## config.mk

```make
export PLATFORM = sky130hd
export DESIGN_NAME = add48_stage
export DESIGN_NICKNAME = d
export VERILOG_FILES = /design/src/rtl/add48_pkg.sv /design/src/rtl/adder48.sv /design/src/rtl/add48_stage.sv
export SDC_FILE = /design/constraint.sdc
export NUM_CORES = 1
export LEC_CHECK = 0
export CAP_MARGIN = 20
export CORE_UTILIZATION = 48
export CTS_CLUSTER_DIAMETER = 120
export DETAILED_ROUTE_END_ITERATION = 7
export PLACE_DENSITY_LB_ADDON = 0.3
export SYNTH_ARGS = -nofsm -noshare
export SYNTH_HDL_FRONTEND = slang
export SYNTH_SLANG_ARGS = --single-unit
```

## constraint.sdc

```tcl
create_clock -name clk -period 3 [get_ports clk]
set_input_delay 0.9 -clock clk [delete_from_list [all_inputs] [get_ports clk]]
set_output_delay 0.9 -clock clk [all_outputs]
set_load 0.005 [all_outputs]
```

## src/rtl/add48_pkg.sv

```systemverilog
`default_nettype none
// +----------------------------------------------------------------------+
// | add48_pkg - shared width constants and S1 operand type for add48     |
// | Rev 1.0                                                              |
// +----------------------------------------------------------------------+
package add48_pkg;

  localparam int ADD_W         = 48;
  localparam int CNT_W_DEFAULT = 16;

  typedef struct packed {
    logic [ADD_W:1] a;
    logic [ADD_W:1] b;
    logic           c;
  } s1_t;

  // Subtraction is folded into the operand register as A + ~B + 1.
  function automatic s1_t load_operands(input logic [ADD_W:1] a,
                                        input logic [ADD_W:1] b,
                                        input logic           cin,
                                        input logic           sub);
    s1_t op;
    op.a = a;
    op.b = b ^ {ADD_W{sub}};
    op.c = sub | cin;
    return op;
  endfunction

  function automatic logic signed_ovf(input logic a_msb,
                                      input logic b_msb,
                                      input logic s_msb);
    return (a_msb == b_msb) && (s_msb != a_msb);
  endfunction

endpackage
`default_nettype wire

```

## src/rtl/adder48.sv

```systemverilog
`default_nettype none
// +----------------------------------------------------------------------+
// | adder48 - combinational 48-bit adder with carry-in and carry-out     |
// | Rev 1.0                                                              |
// +----------------------------------------------------------------------+
module adder48
  import add48_pkg::*;
(
  input  logic [ADD_W:1] A,
  input  logic [ADD_W:1] B,
  input  logic           c0,
  output logic [ADD_W:1] S,
  output logic           c48
);

  logic [ADD_W:0] total;

  assign total = {1'b0, A} + {1'b0, B} + {{ADD_W{1'b0}}, c0};
  assign S     = total[ADD_W-1:0];
  assign c48   = total[ADD_W];

endmodule
`default_nettype wire

```

## src/rtl/add48_stage.sv

```systemverilog
`default_nettype none
// +----------------------------------------------------------------------+
// | add48_stage - two-stage valid/ready 48-bit add/sub with op counter;  |
// | ADD48_OVF_EN adds the signed-overflow output out_ovf.   Rev 1.0      |
// +----------------------------------------------------------------------+
module add48_stage
  import add48_pkg::*;
#(
  parameter int CNT_W = CNT_W_DEFAULT
) (
  input  logic             clk,
  input  logic             rst_n,
  input  logic             in_valid,
  output logic             in_ready,
  input  logic [48:1]      in_a,
  input  logic [48:1]      in_b,
  input  logic             in_cin,
  input  logic             in_sub,
  output logic             out_valid,
  input  logic             out_ready,
  output logic [48:1]      out_s,
  output logic             out_cout,
  output logic [CNT_W-1:0] out_cnt
`ifdef ADD48_OVF_EN
  ,
  output logic             out_ovf
`endif
);

  localparam logic [CNT_W-1:0] CNT_ONE = CNT_W'(1);

  s1_t            s1_q;
  logic           s1_valid;
  logic           in_fire;
  logic           advance;
  logic           out_fire;
  logic [ADD_W:1] sum;
  logic           carry;

  assign out_fire = out_valid && out_ready;
  assign advance  = s1_valid && (!out_valid || out_ready);
  assign in_ready = !s1_valid || !out_valid || out_ready;
  assign in_fire  = in_valid && in_ready;

  // Operand stage: a new beat may land in the same cycle S1 empties into S2.
  always_ff @(posedge clk or negedge rst_n) begin
    if (!rst_n) begin
      s1_valid <= 1'b0;
      s1_q     <= '0;
    end else begin
      if (in_fire) begin
        s1_valid <= 1'b1;
        s1_q     <= load_operands(in_a, in_b, in_cin, in_sub);
      end else if (advance) begin
        s1_valid <= 1'b0;
      end
    end
  end

  adder48 u_adder48 (
    .A   (s1_q.a),
    .B   (s1_q.b),
    .c0  (s1_q.c),
    .S   (sum),
    .c48 (carry)
  );

  always_ff @(posedge clk or negedge rst_n) begin
    if (!rst_n) begin
      out_valid <= 1'b0;
      out_s     <= '0;
      out_cout  <= 1'b0;
    end else begin
      if (advance) begin
        out_valid <= 1'b1;
        out_s     <= sum;
        out_cout  <= carry;
      end else if (out_fire) begin
        out_valid <= 1'b0;
      end
    end
  end

  always_ff @(posedge clk or negedge rst_n) begin
    if (!rst_n) begin
      out_cnt <= '0;
    end else if (out_fire) begin
      out_cnt <= out_cnt + CNT_ONE;
    end
  end

`ifdef ADD48_OVF_EN
  // Uses the post-inversion B so the same test covers add and subtract.
  always_ff @(posedge clk or negedge rst_n) begin
    if (!rst_n) begin
      out_ovf <= 1'b0;
    end else if (advance) begin
      out_ovf <= signed_ovf(s1_q.a[ADD_W], s1_q.b[ADD_W], sum[ADD_W]);
    end
  end
`endif

endmodule
`default_nettype wire

```

### Word-level counts from Yosys, hierarchy flattened

Index checks and enable logic that the tools add are counted.

| word-level totals | value |
|---|---|
| bits in registers | 164 |
| bits in latches | 0 |
| memory bits (writable) | 0 |
| bits in read-only memories | 0 |
| input bits | 102 |
| output and inout port bits | 67 |
| logic and storage cells | 27 |
| memories | 0 |

| operators by class | value |
|---|---|
| add/sub/neg operators | 3 |
| multipliers | 0 |
| divide/modulo/power cells | 0 |
| order comparisons | 0 |
| equality and inequality tests | 0 |
| shift-type cells | 0 |
| mux-type cells | 4 |
| bitwise gates (word level) | 2 |
| reduce and logical (&&, ||, !) cells | 10 |

Operator list:

| kind | number |
|---|---|
| $add A48 B48 Y49 | 1 |
| $add A49 B1 Y49 | 1 |
| $xor A48 B48 Y48 | 1 |
| $add A16 B1 Y16 const B | 1 |
| $mux W1 | 4 |
| $reduce_bool A2 Y1 | 2 |
| $logic_and A1 B1 Y1 | 3 |
| $logic_or A1 B1 Y1 | 3 |
| $logic_not A1 Y1 | 2 |
| $or A1 B1 Y1 | 1 |

### Depth between registers and ports, before layout

| logic depth | value |
|---|---|
| depth in word-level cells | 5 |
| gate-level depth with buffers | 11 |

### Modules after synthesis

Synthesis repeated with hierarchy kept, for this count alone.

| second synthesis, totals | value |
|---|---|
| cells, all modules | 860 |
| area total of the unflattened synthesis | 9482.8 um^2 |

Modules (own cells, without submodules):

| module | times used | cells an instance | area an instance (um^2) | sequential area each (um^2) |
|---|---|---|---|---|
| add48_stage | 1 | 480 | 6822.8 | 4103.9 |
| adder48 | 1 | 380 | 2660.1 | 0.0 |

### Worst setup path before layout

Ideal clock, no wire load.

| path | value |
|---|---|
| path type | register to register |
| from | register s1_q[1] in the netlist's numbering |
| to | register out_s[45] in the netlist's numbering |
| setup time | 0.069 ns |
| arrival time | 2.852 ns |
| required time | 2.931 ns |
| path slack | 0.080 ns |
| stages on the path, launching flop included | 11 |
| buffers on the path | 0 |
| cells stage by stage | dfrtp_1 > fa_1 > fa_1 > a211oi_1 > o21a_1 > a211oi_1 > o21ba_2 > o21ai_1 > a2111oi_2 > or3_1 > nand3_1 |

| between the ends | value |
|---|---|
| word-level cells in the longest chain between the ends | 2 |

RTL lines:

| what | line | text |
|---|---|---|
| start, declared | add48_stage.sv:32 | `s1_t s1_q;` |
| start signal, assigned | add48_stage.sv:53 | `s1_q <= load_operands(in_a, in_b, in_cin, in_sub);` |
| $add A48 B48 Y49 | adder48.sv:18 | `assign total = {1'b0, A} + {1'b0, B} + {{ADD_W{1'b0}}, c0};` |
| $add A49 B1 Y49 | adder48.sv:18 |  |
| end signal, assigned | add48_stage.sv:76 | `out_s <= sum;` |
| end, declared | add48_stage.sv:21 | `output logic [48:1] out_s,` |

No other way between the ends.
A chain may end at the register's enable or synchronous reset.

### Final worst setup path

| path | value |
|---|---|
| from | input port out_ready |
| to | output port in_ready |

| between the ends | value |
|---|---|
| word-level cells in the longest chain between the ends | 1 |

RTL lines:

| what | line | text |
|---|---|---|
| start, declared | add48_stage.sv:20 | `input logic out_ready,` |
| $logic_or A1 B1 Y1 | add48_stage.sv:42 | `assign in_ready = !s1_valid \|\| !out_valid \|\| out_ready;` |
| end, declared | add48_stage.sv:14 | `output logic in_ready,` |

No other way between the ends.

==> key figures <==
Status
  – Outcome: finished, final reports clean

Route
  – Routed via count divided by cell count: 5.499
  – Pre-Repair DR Iteration Count: 5
  – Wire length per cell: 16.01 um
  – Via total after detailed routing: 7743
  – DR iter-0 viols: 472
  – DRC violations left: 0
  – Total wire length: 22.54 mm
  – Final ANT Viol Nets: 0

Clock tree
  – H-tree Lvls: 4
  – Clock root buffer: sky130_fd_sc_hd__clkbuf_16
  – Clk slew on worst S/H paths: 0.06 ns
  – Number of buffers inserted for hold repair after clock tree synthesis: 0
  – Worst-case clock buffer depth: 2
  – Number of buffers inserted during clock tree synthesis: 17
  – TritonCTS clock tree: yes
  – CTS Sinks: 164
  – Clk Latency, worst-skew pair: 0.43 ns

Cells and area
  – Highest-count cells in the layout ignoring fill and taps: sky130_fd_sc_hd__clkdlybuf4s50_1 (166), sky130_fd_sc_hd__dfrtp_1 (164), sky130_fd_sc_hd__nand2_1 (148)
  – Fraction of layout cells with a size suffix above 1: 10.63%
  – Leading cell type in the layout, fill and taps excluded: sky130_fd_sc_hd__clkdlybuf4s50_1
  – Number of fill cells: 1595
  – FF+latch area: 4104 um2
  – Area taken by multi-input logic gates: 5066 um2
  – Core utilization of the finished layout: 63.79%
  – Antenna Diode Count: 0
  – P&R area growth vs syn: 28.77%
  – Final standard cell area without fillers: 12050 um2
  – Number of nets at the end of the flow: 1290

Flow run
  – Number of max-cap violations: 0

Timing
  – Final clock skew: 0.009200 ns
  – Final period utilization: 97.01%
  – Count of final hold-check violations: 0
  – Highest clock rate: 343.6 MHz
  – Total of endpoints with negative setup slack in the final report: 0
  – RSZ-0062 raised after global routing: true
  – Final-layout worst hold slack: 0.4020 ns
  – Post-layout minimum cycle time: 2.910 ns
  – Fin. max-slew vios: 0
  – Worst slew slack as a fraction of its limit: 49.66%
  – Setup slack of the critical path after layout: 0.08980 ns
  – Slew at the pin closest to its max-slew limit: 0.7494 ns

Pwr
  – Switching power summed over all nets: 3.126 mW
  – Peak ir drop on the vdd network: 0.4265 mV
  – P_int: 5.995 mW
  – Cell Pwr Density: 756.8 nW/um2
  – Leakage power of the design: 5.127 nW
  – Sequential group share of total power: 35.0%
  – Clock power frac: 23.9%
  – Sw Share: 34.27%
  – Share of power burned in combinational logic: 41.1%

Placement
  – Port-buffer cells: 168
  – Global placer's final weighted congestion: 0.9289
  – Final HPWL DP: 16.89 mm
  – Worst-case setup slack after placement: -0.09140 ns
  – Placed Instance Area: 11420 um2

Floorplanning
  – Ports placed on the boundary: 169
  – Full die area: 20060 um2
  – Number of cell rows: 50
  – Starting density of the core: 49.54%
  – Die height: 141.6 um
  – Core area: 18890 um2
  – Die width: 141.6 um

Setup path
  – CP Max Fanout: 2
  – Required @ worst endpoint: 2.10 ns
  – Crit path capture type: output port
  – Data arrival time of the critical path: 2.01 ns
  – Worst Setup Path Type: primary input to output port
  – Type of element launching the critical path: primary input
  – Worst r2r path cells: 9

Logic synthesis
  – Proportion of synthesized flip-flops having asynchronous set or reset: 100.0%
  – Commonest register cell after synthesis: sky130_fd_sc_hd__dfrtp_1
  – Number of distinct library cells after synthesis: 60
  – Post-synth EDFFs: 0
  – Synth Warn #: 0
  – Gate count after technology mapping: 978
  – Synthesized area per cell: 9.571 um2
  – Share of the yosys chip area belonging to registers: 43.84%
  – Post-synthesis sequential element count: 164
  – Mapped Area: 9360 um2
  – Syn_nets: 1130

GRT
  – Global-route wire length before repair: 37.06 mm
  – Vias in the first global route: 7442
  – All-layer global routing usage: 23.41%
  – Maximum number of pins on one net before global-route repair: 81
  – Number of antenna violations at the first check in global routing: 0
  – Sum of overflow across all layers after global routing: 0

Min path
  – Kind of path behind the tightest hold check: primary input to async pin
[worst max-delay path, cell delays in order]
cell	delay (ns)
sky130_fd_sc_hd__clkdlybuf4s50_1	0.48
sky130_fd_sc_hd__nand3b_1	0.13
sky130_fd_sc_hd__clkdlybuf4s50_1	0.50
[cell families (layout without fill, tap and decap cells)]
group / Yosys count / count (layout) / share of synthesized area, %
mux: 51 / 51 / 6.122
fa+ha+maj: 50 / 50 / 6.844
simple gates: 272 / 272 / 12.90
buf+inv: 62 / 232 / 2.553
flops: 164 / 164 / 43.84
xor+xnor: 101 / 101 / 9.451
compound gates: 278 / 278 / 18.29
[per-stage QoR]
stage,power (mW),instances,setup TNS [ns]
finish,9.121,1408,0
detailed placement,6.907,1377,-0.3506
floorplan,5.254,978,0
global placement,6.822,1377,-0.07611
CTS,9.135,1407,0
global route,9.694,1408,-0.03516
[what timing repair did]
action                                  4_1_cts  5_1_grt
resized for setup                             3        6
endpoints found under the setup margin       10       13
pin swaps                                     1        2
buffers inserted                              1        1
[worst paths after layout]
kind                        startpoint           to  slack [ns]
max                          out_ready     in_ready        0.09
min                              rst_n  out_cnt[14]        0.40
max reg2reg                    s1_q[1]    out_s[48]        0.09
min reg2reg                out_cnt[15]  out_cnt[15]        0.47
max in group asynchronous        rst_n     s1_q[28]        1.85
min in group clk           out_cnt[15]  out_cnt[15]        0.47
[power groups by stage]
stage / Clock (mW) / Combinational [mW] / Sequential [mW]
after global placement: 0 / 3.61 / 3.21
after detailed placement: 0 / 3.68 / 3.23
final: 2.18 / 3.75 / 3.19
after CTS: 2.22 / 3.72 / 3.19
after global routing: 2.32 / 4.12 / 3.25
after floorplan: 0 / 2.11 / 3.14
[synthesized netlist by cell type (5+ instances only)]
master | n | share of area (%)
sky130_fd_sc_hd__a31oi_1 | 9 | 0.60
sky130_fd_sc_hd__nor3_1 | 5 | 0.27
sky130_fd_sc_hd__xor2_1 | 19 | 1.8
sky130_fd_sc_hd__o21ai_0 | 119 | 6.4
sky130_fd_sc_hd__a21o_1 | 28 | 2.2
sky130_fd_sc_hd__inv_1 | 11 | 0.44
sky130_fd_sc_hd__a21oi_1 | 58 | 3.1
sky130_fd_sc_hd__o211ai_1 | 9 | 0.72
sky130_fd_sc_hd__and3_1 | 14 | 0.94
sky130_fd_sc_hd__o21a_1 | 7 | 0.56
sky130_fd_sc_hd__dfrtp_1 | 164 | 44
sky130_fd_sc_hd__nand2_1 | 150 | 6.0
sky130_fd_sc_hd__xnor2_1 | 82 | 7.7
sky130_fd_sc_hd__clkbuf_1 | 46 | 1.8
sky130_fd_sc_hd__nor2_1 | 45 | 1.8
sky130_fd_sc_hd__nand3_1 | 11 | 0.59
sky130_fd_sc_hd__mux2_2 | 50 | 6.0
sky130_fd_sc_hd__nand2b_1 | 9 | 0.60
sky130_fd_sc_hd__o21ai_1 | 5 | 0.27
sky130_fd_sc_hd__nand4_1 | 18 | 1.2
sky130_fd_sc_hd__ha_1 | 48 | 6.4
sky130_fd_sc_hd__a211oi_1 | 8 | 0.64
sky130_fd_sc_hd__o21bai_1 | 5 | 0.40
[registers in the layout, indices dropped and copies added (netlist names)]
name / flops
s1_q: 97
out_s: 48
out_valid: 1
s1_valid: 1
out_cout: 1
out_cnt: 16
[area by class of cell]
type	instances	area share (%)
clock inverters	8	1.069
inverters	11	0.3426
repair buffers	192	16.07
multi-input cells	752	42.03
clock buffers	21	3.737
flip-flops and latches	164	34.05
well taps	260	2.699
[metal layers]
layer,vias up,part of all wire [%],track usage [%]
met5,-,0,0
met4,0,2.5,8.206
met3,32,4.5,3.915
met2,229,47,37.15
met1,3716,46,32.42
li1,3766,-,-
Note: power is estimated with default switching activity, not from simulation.
